$ cat src/rtl/fetch_pkg.sv
// Shared types and constants for the instruction-sequencing controller.
package fetch_pkg;

  localparam int WORD_W = 16;
  localparam logic [WORD_W-1:0] IRQ_VECTOR = 16'h0004;
  localparam logic [WORD_W-1:0] PC_INC     = 16'd2;

  typedef logic [WORD_W-1:0] word_t;

  typedef enum logic [1:0] {
    ST_FETCH = 2'd0,
    ST_EXEC  = 2'd1,
    ST_HALT  = 2'd2
  } state_e;

endpackage

$ cat src/rtl/fetch_npc.sv
// Next-PC priority mux: reti > interrupt entry > branch > halt > sequential.
module fetch_npc
  import fetch_pkg::*;
(
  input  logic  boundary_i,   // exec_done seen while in EXEC
  input  logic  halt_st_i,
  input  logic  reti_i,
  input  logic  br_taken_i,
  input  logic  halt_req_i,
  input  logic  irq_i,
  input  logic  irq_en_i,
  input  logic  in_isr_i,
  input  word_t pc_i,
  input  word_t br_target_i,
  input  word_t epc_i,
  output logic  pc_load_o,
  output word_t pc_next_o,
  output logic  irq_entry_o,
  output word_t epc_new_o,
  output logic  go_halt_o
);

  logic irq_ok;
  assign irq_ok = irq_i && irq_en_i && !in_isr_i;

  always_comb begin
    pc_load_o   = 1'b0;
    pc_next_o   = '0;
    irq_entry_o = 1'b0;
    epc_new_o   = '0;
    go_halt_o   = 1'b0;
    if (boundary_i) begin
      if (reti_i) begin
        pc_load_o = 1'b1;
        pc_next_o = {epc_i[WORD_W-1:1], 1'b0};
      end else if (irq_ok) begin
        // A halt retiring together with an interrupt is dropped.
        pc_load_o   = 1'b1;
        pc_next_o   = IRQ_VECTOR;
        irq_entry_o = 1'b1;
        epc_new_o   = br_taken_i ? br_target_i : pc_i;
      end else if (br_taken_i) begin
        pc_load_o = 1'b1;
        pc_next_o = {br_target_i[WORD_W-1:1], 1'b0};
      end else if (halt_req_i) begin
        go_halt_o = 1'b1;
      end
    end else if (halt_st_i && irq_ok) begin
      pc_load_o   = 1'b1;
      pc_next_o   = IRQ_VECTOR;
      irq_entry_o = 1'b1;
      epc_new_o   = pc_i;
    end
  end

endmodule

$ cat src/rtl/fetch_seq.sv
// Instruction sequencer: FETCH/EXEC/HALT FSM, instruction register and
// interrupt return state. mem_req: held from FETCH entry until mem_ack; the
// word is taken in the ack cycle only.
module fetch_seq
  import fetch_pkg::*;
(
  input  logic        clk,
  input  logic        rst,
  input  logic [15:0] pc_in,
  output logic        pc_load,
  output logic        pc_inc,
  output logic [15:0] pc_next,
  output logic        mem_req,
  output logic [15:0] mem_addr,
  input  logic        mem_ack,
  input  logic [15:0] mem_rdata,
  output logic [15:0] ir,
  output logic        ir_valid,
  input  logic        exec_done,
  input  logic        br_taken,
  input  logic [15:0] br_target,
  input  logic        reti,
  input  logic        halt_req,
  input  logic        irq,
  input  logic        irq_en,
  output logic        irq_ack,
  output logic        in_isr,
  output logic [15:0] epc,
  output logic        halted,
  output logic [1:0]  dbg_state
);

  state_e state_q, state_d;
  word_t  ir_q, ir_d;
  word_t  epc_q, epc_d;
  logic   in_isr_q, in_isr_d;

  logic  boundary;
  logic  npc_load, npc_irq, npc_halt;
  word_t npc_next, npc_epc;

  assign boundary = (state_q == ST_EXEC) && exec_done;

  fetch_npc u_npc (
    .boundary_i  (boundary),
    .halt_st_i   (state_q == ST_HALT),
    .reti_i      (reti),
    .br_taken_i  (br_taken),
    .halt_req_i  (halt_req),
    .irq_i       (irq),
    .irq_en_i    (irq_en),
    .in_isr_i    (in_isr_q),
    .pc_i        (pc_in),
    .br_target_i (br_target),
    .epc_i       (epc_q),
    .pc_load_o   (npc_load),
    .pc_next_o   (npc_next),
    .irq_entry_o (npc_irq),
    .epc_new_o   (npc_epc),
    .go_halt_o   (npc_halt)
  );

  always_ff @(posedge clk) begin
    if (rst) begin
      state_q  <= ST_FETCH;
      ir_q     <= '0;
      epc_q    <= '0;
      in_isr_q <= 1'b0;
    end else begin
      state_q  <= state_d;
      ir_q     <= ir_d;
      epc_q    <= epc_d;
      in_isr_q <= in_isr_d;
    end
  end

  always_comb begin
    state_d = state_q;
    case (state_q)
      ST_FETCH: if (mem_ack) state_d = ST_EXEC;
      ST_EXEC:  if (exec_done) state_d = npc_halt ? ST_HALT : ST_FETCH;
      ST_HALT:  if (npc_irq) state_d = ST_FETCH;
      default:  state_d = ST_FETCH;
    endcase
  end

  always_comb begin
    ir_d     = (state_q == ST_FETCH && mem_ack) ? mem_rdata : ir_q;
    epc_d    = npc_irq ? npc_epc : epc_q;
    in_isr_d = in_isr_q;
    if (npc_irq)              in_isr_d = 1'b1;
    else if (boundary && reti) in_isr_d = 1'b0;
  end

  // Strobes are gated by rst so nothing leaks out during the reset cycle.
  always_comb begin
    mem_req  = 1'b0;
    pc_inc   = 1'b0;
    pc_load  = 1'b0;
    pc_next  = '0;
    ir_valid = 1'b0;
    irq_ack  = 1'b0;
    halted   = 1'b0;
    if (!rst) begin
      case (state_q)
        ST_FETCH: begin
          mem_req = 1'b1;
          pc_inc  = mem_ack;
        end
        ST_EXEC: begin
          ir_valid = 1'b1;
          pc_load  = npc_load;
          pc_next  = npc_next;
          irq_ack  = npc_irq;
        end
        ST_HALT: begin
          halted  = 1'b1;
          pc_load = npc_load;
          pc_next = npc_next;
          irq_ack = npc_irq;
        end
        default: ;
      endcase
    end
  end

  assign mem_addr  = pc_in;
  assign ir        = ir_q;
  assign epc       = epc_q;
  assign in_isr    = in_isr_q;
  assign dbg_state = state_q;

endmodule

$ cat config.mk
export PLATFORM = sky130hd
export DESIGN_NAME = fetch_seq
export DESIGN_NICKNAME = d
export VERILOG_FILES = /design/src/rtl/fetch_pkg.sv /design/src/rtl/fetch_npc.sv /design/src/rtl/fetch_seq.sv
export SDC_FILE = /design/constraint.sdc
export NUM_CORES = 1
export LEC_CHECK = 0
export CORE_MARGIN = 1.5
export CORE_UTILIZATION = 38
export DETAILED_ROUTE_END_ITERATION = 16
export PLACE_DENSITY_LB_ADDON = 0.05
export SLEW_MARGIN = 20
export SYNTH_ARGS = -nofsm -noshare
export SYNTH_HDL_FRONTEND = slang
export SYNTH_HIERARCHICAL = 1
export SYNTH_SLANG_ARGS = --single-unit
export TNS_END_PERCENT = 30
$ cat constraint.sdc
create_clock -name clk -period 2.4 [get_ports clk]
set_input_delay 0.36 -clock clk [delete_from_list [all_inputs] [get_ports clk]]
set_output_delay 0.36 -clock clk [all_outputs]
set_load 0.02 [all_outputs]
==> results.yml <==
setup_path:
  reg2reg_from: "dbg_state[1]$_SDFFE_PP0P_"
  critPathCaptureType: "primary output"
  required_ns: 2.04
  crit_fanout: 6
  startpoint_type: "input pin"
  cp.arrival_ns: 1.94
  critPathLaunch: "exec_done"
  worstSetupPathType: "in2out"
drt:
  drc: 0
  drt-vias-per-instance: 4.86
  ant_nets: 0
  wire_per_inst_um: 13.4
  drtIter0Drc: 42
  drt_pass1_iterations: 4
  vias: 2133
  totalWireLength_um: 5870
final_layout:
  multi_input_area_um2: 1190
  syn2layout_area_growth_pct: 63.1
  final_common_cell: "clkdlybuf4s50_1"
  antenna_cells: 0
  seq_area_um2: 702
  nets: 428
  final_cell_mix: "clkdlybuf4s50_1, dfxtp_1, nand2_1, a22o_1, buf_4"
  drive_gt1_share_pct: 19.3
  final_cells: 439
  fillers: 522
  fin_area_um2: 3480
power_and_ir_drop:
  powerDensity_nw_per_um2: 443
  p_leak_nw: 1.36
  max-vdd-ir-drop_v: 0.000367
  fin_total_pwr_w: 0.00154
timing:
  fin_skew_ns: 0.0101
  finalHoldViolCount: 0
  worst_slew_pin_slew_ns: 0.659
  fmax_mhz: 435
  setup_violations: 0
  fin_crit_ns: 2.30
  slew_violations: 0
  max_slew_margin_pct: 56.0
  rsz0062_at_grt: "true"
  finalCritPeriodShare_pct: 95.8
  tns_ns: 0
  setup_slack_ns: 0.101
floorplan:
  die_w_um: 77.9
  num_rows: 27
  start_util_pct: 39.0
  dieArea_um2: 6070
  core-area_um2: 5470
  ios: 130
  die_h_um: 77.9
global_route:
  antenna_found_initial: 0
  grt_pass1_wl_um: 9650
  grt_max_degree: 26
  gr-total-overflow: 0
  grt.total_usage_pct: 19.6
  grt_pass1_vias: 2119
place:
  placedInstanceArea_um2: 3430
  hpwl_um: 4330
  globalplace.congestion: 0.836
  post-place-cells: 431
  dp_slack_ns: -0.427
  io_buffer_count: 128
clocking:
  cts_root_buffer: "clkbuf_8"
  htree_levels: 2
  cts_tree: "built"
  cts-buffers-inserted: 5
  clk_pin_slew_worst_paths_ns: 0.07
  cts_sinks: 35
  clk_path_buf_depth: 2
  clock_latency_ns: 0.29
synth:
  synth_area_um2: 2130
  yosys_warnings: 6
  synth-seq-cells: 35
  syn_nets: 307
  netlist_instances: 245
  yosysUniqueCellTypes: 35
  ys_seq_area_share_pct: 32.8
  synth.avg_cell_area_um2: 8.71
outcome:
  status: "complete, no violations"
worst_hold_path:
  hold_class: "reg2reg"
  holdCritStartpoint: "ir[4]$_SDFFE_PP0P_"
run:
  cap_violations: 0
-- synthesized netlist by cell type --
cell type	instances	area (um^2)
a22o_1	30	263
buf_4	19	143
conb_1	1	3.75
nand2_2	2	12.5
ha_1	5	62.6
buf_2	6	30.0
o22ai_1	1	6.26
clkbuf_1	4	15.0
o221a_2	1	11.3
and2_2	1	7.51
nor3_1	2	10.0
nor2_1	20	75.1
nand3b_2	1	11.3
or3b_4	1	11.3
and3b_1	1	8.76
a221oi_1	1	8.76
o32ai_1	1	8.76
buf_12	1	20.0
nor2b_1	1	6.26
a21oi_4	1	16.3
and3_1	2	12.5
nor2b_4	1	13.8
mux2i_1	17	170
nand2_1	32	120
nor2b_2	1	8.76
dfxtp_1	35	701
nand2b_1	3	18.8
nand3b_1	1	7.51
buf_6	4	45.0
inv_1	6	22.5
a21oi_2	10	87.6
a21oi_1	10	50.1
nand2b_2	1	8.76
nand3_1	1	5.00
and2_1	21	131
-- flip-flops by register name, indices dropped and copies added (netlist names) --
register / cells
epc: 16
ir: 16
dbg_state: 2
in_isr: 1
-- cell type report --
| class | count | share of cell area [%] |
|---|---|---|
| Timing Repair Buffer | 148 | 39.9 |
| Multi-Input combinational cell | 170 | 34.1 |
| Sequential cell | 35 | 20.2 |
| Tap cell | 72 | 2.59 |
| Clock buffer | 5 | 1.98 |
| Inverter | 6 | 0.647 |
| Clock inverter | 3 | 0.575 |
-- worst max-delay path, stage by stage --
cell and delay (ns):
clkdlybuf4s50_1 0.50, and2_4 0.18, nor2b_4 0.14, buf_4 0.12, inv_1 0.04, a21oi_2 0.13, and2_1 0.15, clkdlybuf4s15_1 0.31
-- cells by family (layout without fill, tap and decap cells) --
logic type | count (synthesis) | after routing | share of synthesized area, %
compound gates | 55 | 55 | 21.2
fa+ha+maj | 5 | 5 | 2.93
buf+inv | 40 | 162 | 12.9
flops | 35 | 35 | 32.8
mux | 17 | 17 | 7.98
other cells | 1 | 1 | 0.176
simple gates | 92 | 92 | 22.0
-- per-stage QoR --
step                      utilization (%)  hold slack, ns
final                                63.6           0.456
after global placement               62.6           0.441
after CTS                            63.3           0.459
after detailed placement             62.6           0.450
after floorplan                         -           0.487
after global routing                 63.6           0.482
-- path summary, 6_finish.rpt --
check | end | cells past startpoint | slack, ns
setup / recovery | irq_ack | 8 | 0.10
setup reg to reg | epc[15]$_SDFFE_PP0P_ | 9 | 0.35
hold reg to reg | ir[4]$_SDFFE_PP0P_ | 2 | 0.46
hold / removal | ir[4]$_SDFFE_PP0P_ | 2 | 0.46
-- per-layer routing --
metal  wire [um]  track usage [%]
met1        2510             22.1
met3         521             6.94
met5           0                0
met2        2800             35.6
met4          35             3.75
-- where the power goes --
part	internal [W]	total [W]	leakage (nW)	switching [W]
sequential	0.000608	0.000622	0.285	0.0000138
clock	0.000202	0.000430	0.0402	0.000228
combinational	0.000260	0.000490	1.03	0.000231
-- repair_timing --
action / 4_1_cts / 5_1_grt
pin swaps: 0 / 3
resized for setup: 64 / 14
hold buffers: 0 / 0
endpoints found under the setup margin: 17 / 17
setup buffers: 0 / 1
Note: power is estimated with default switching activity, not from simulation.
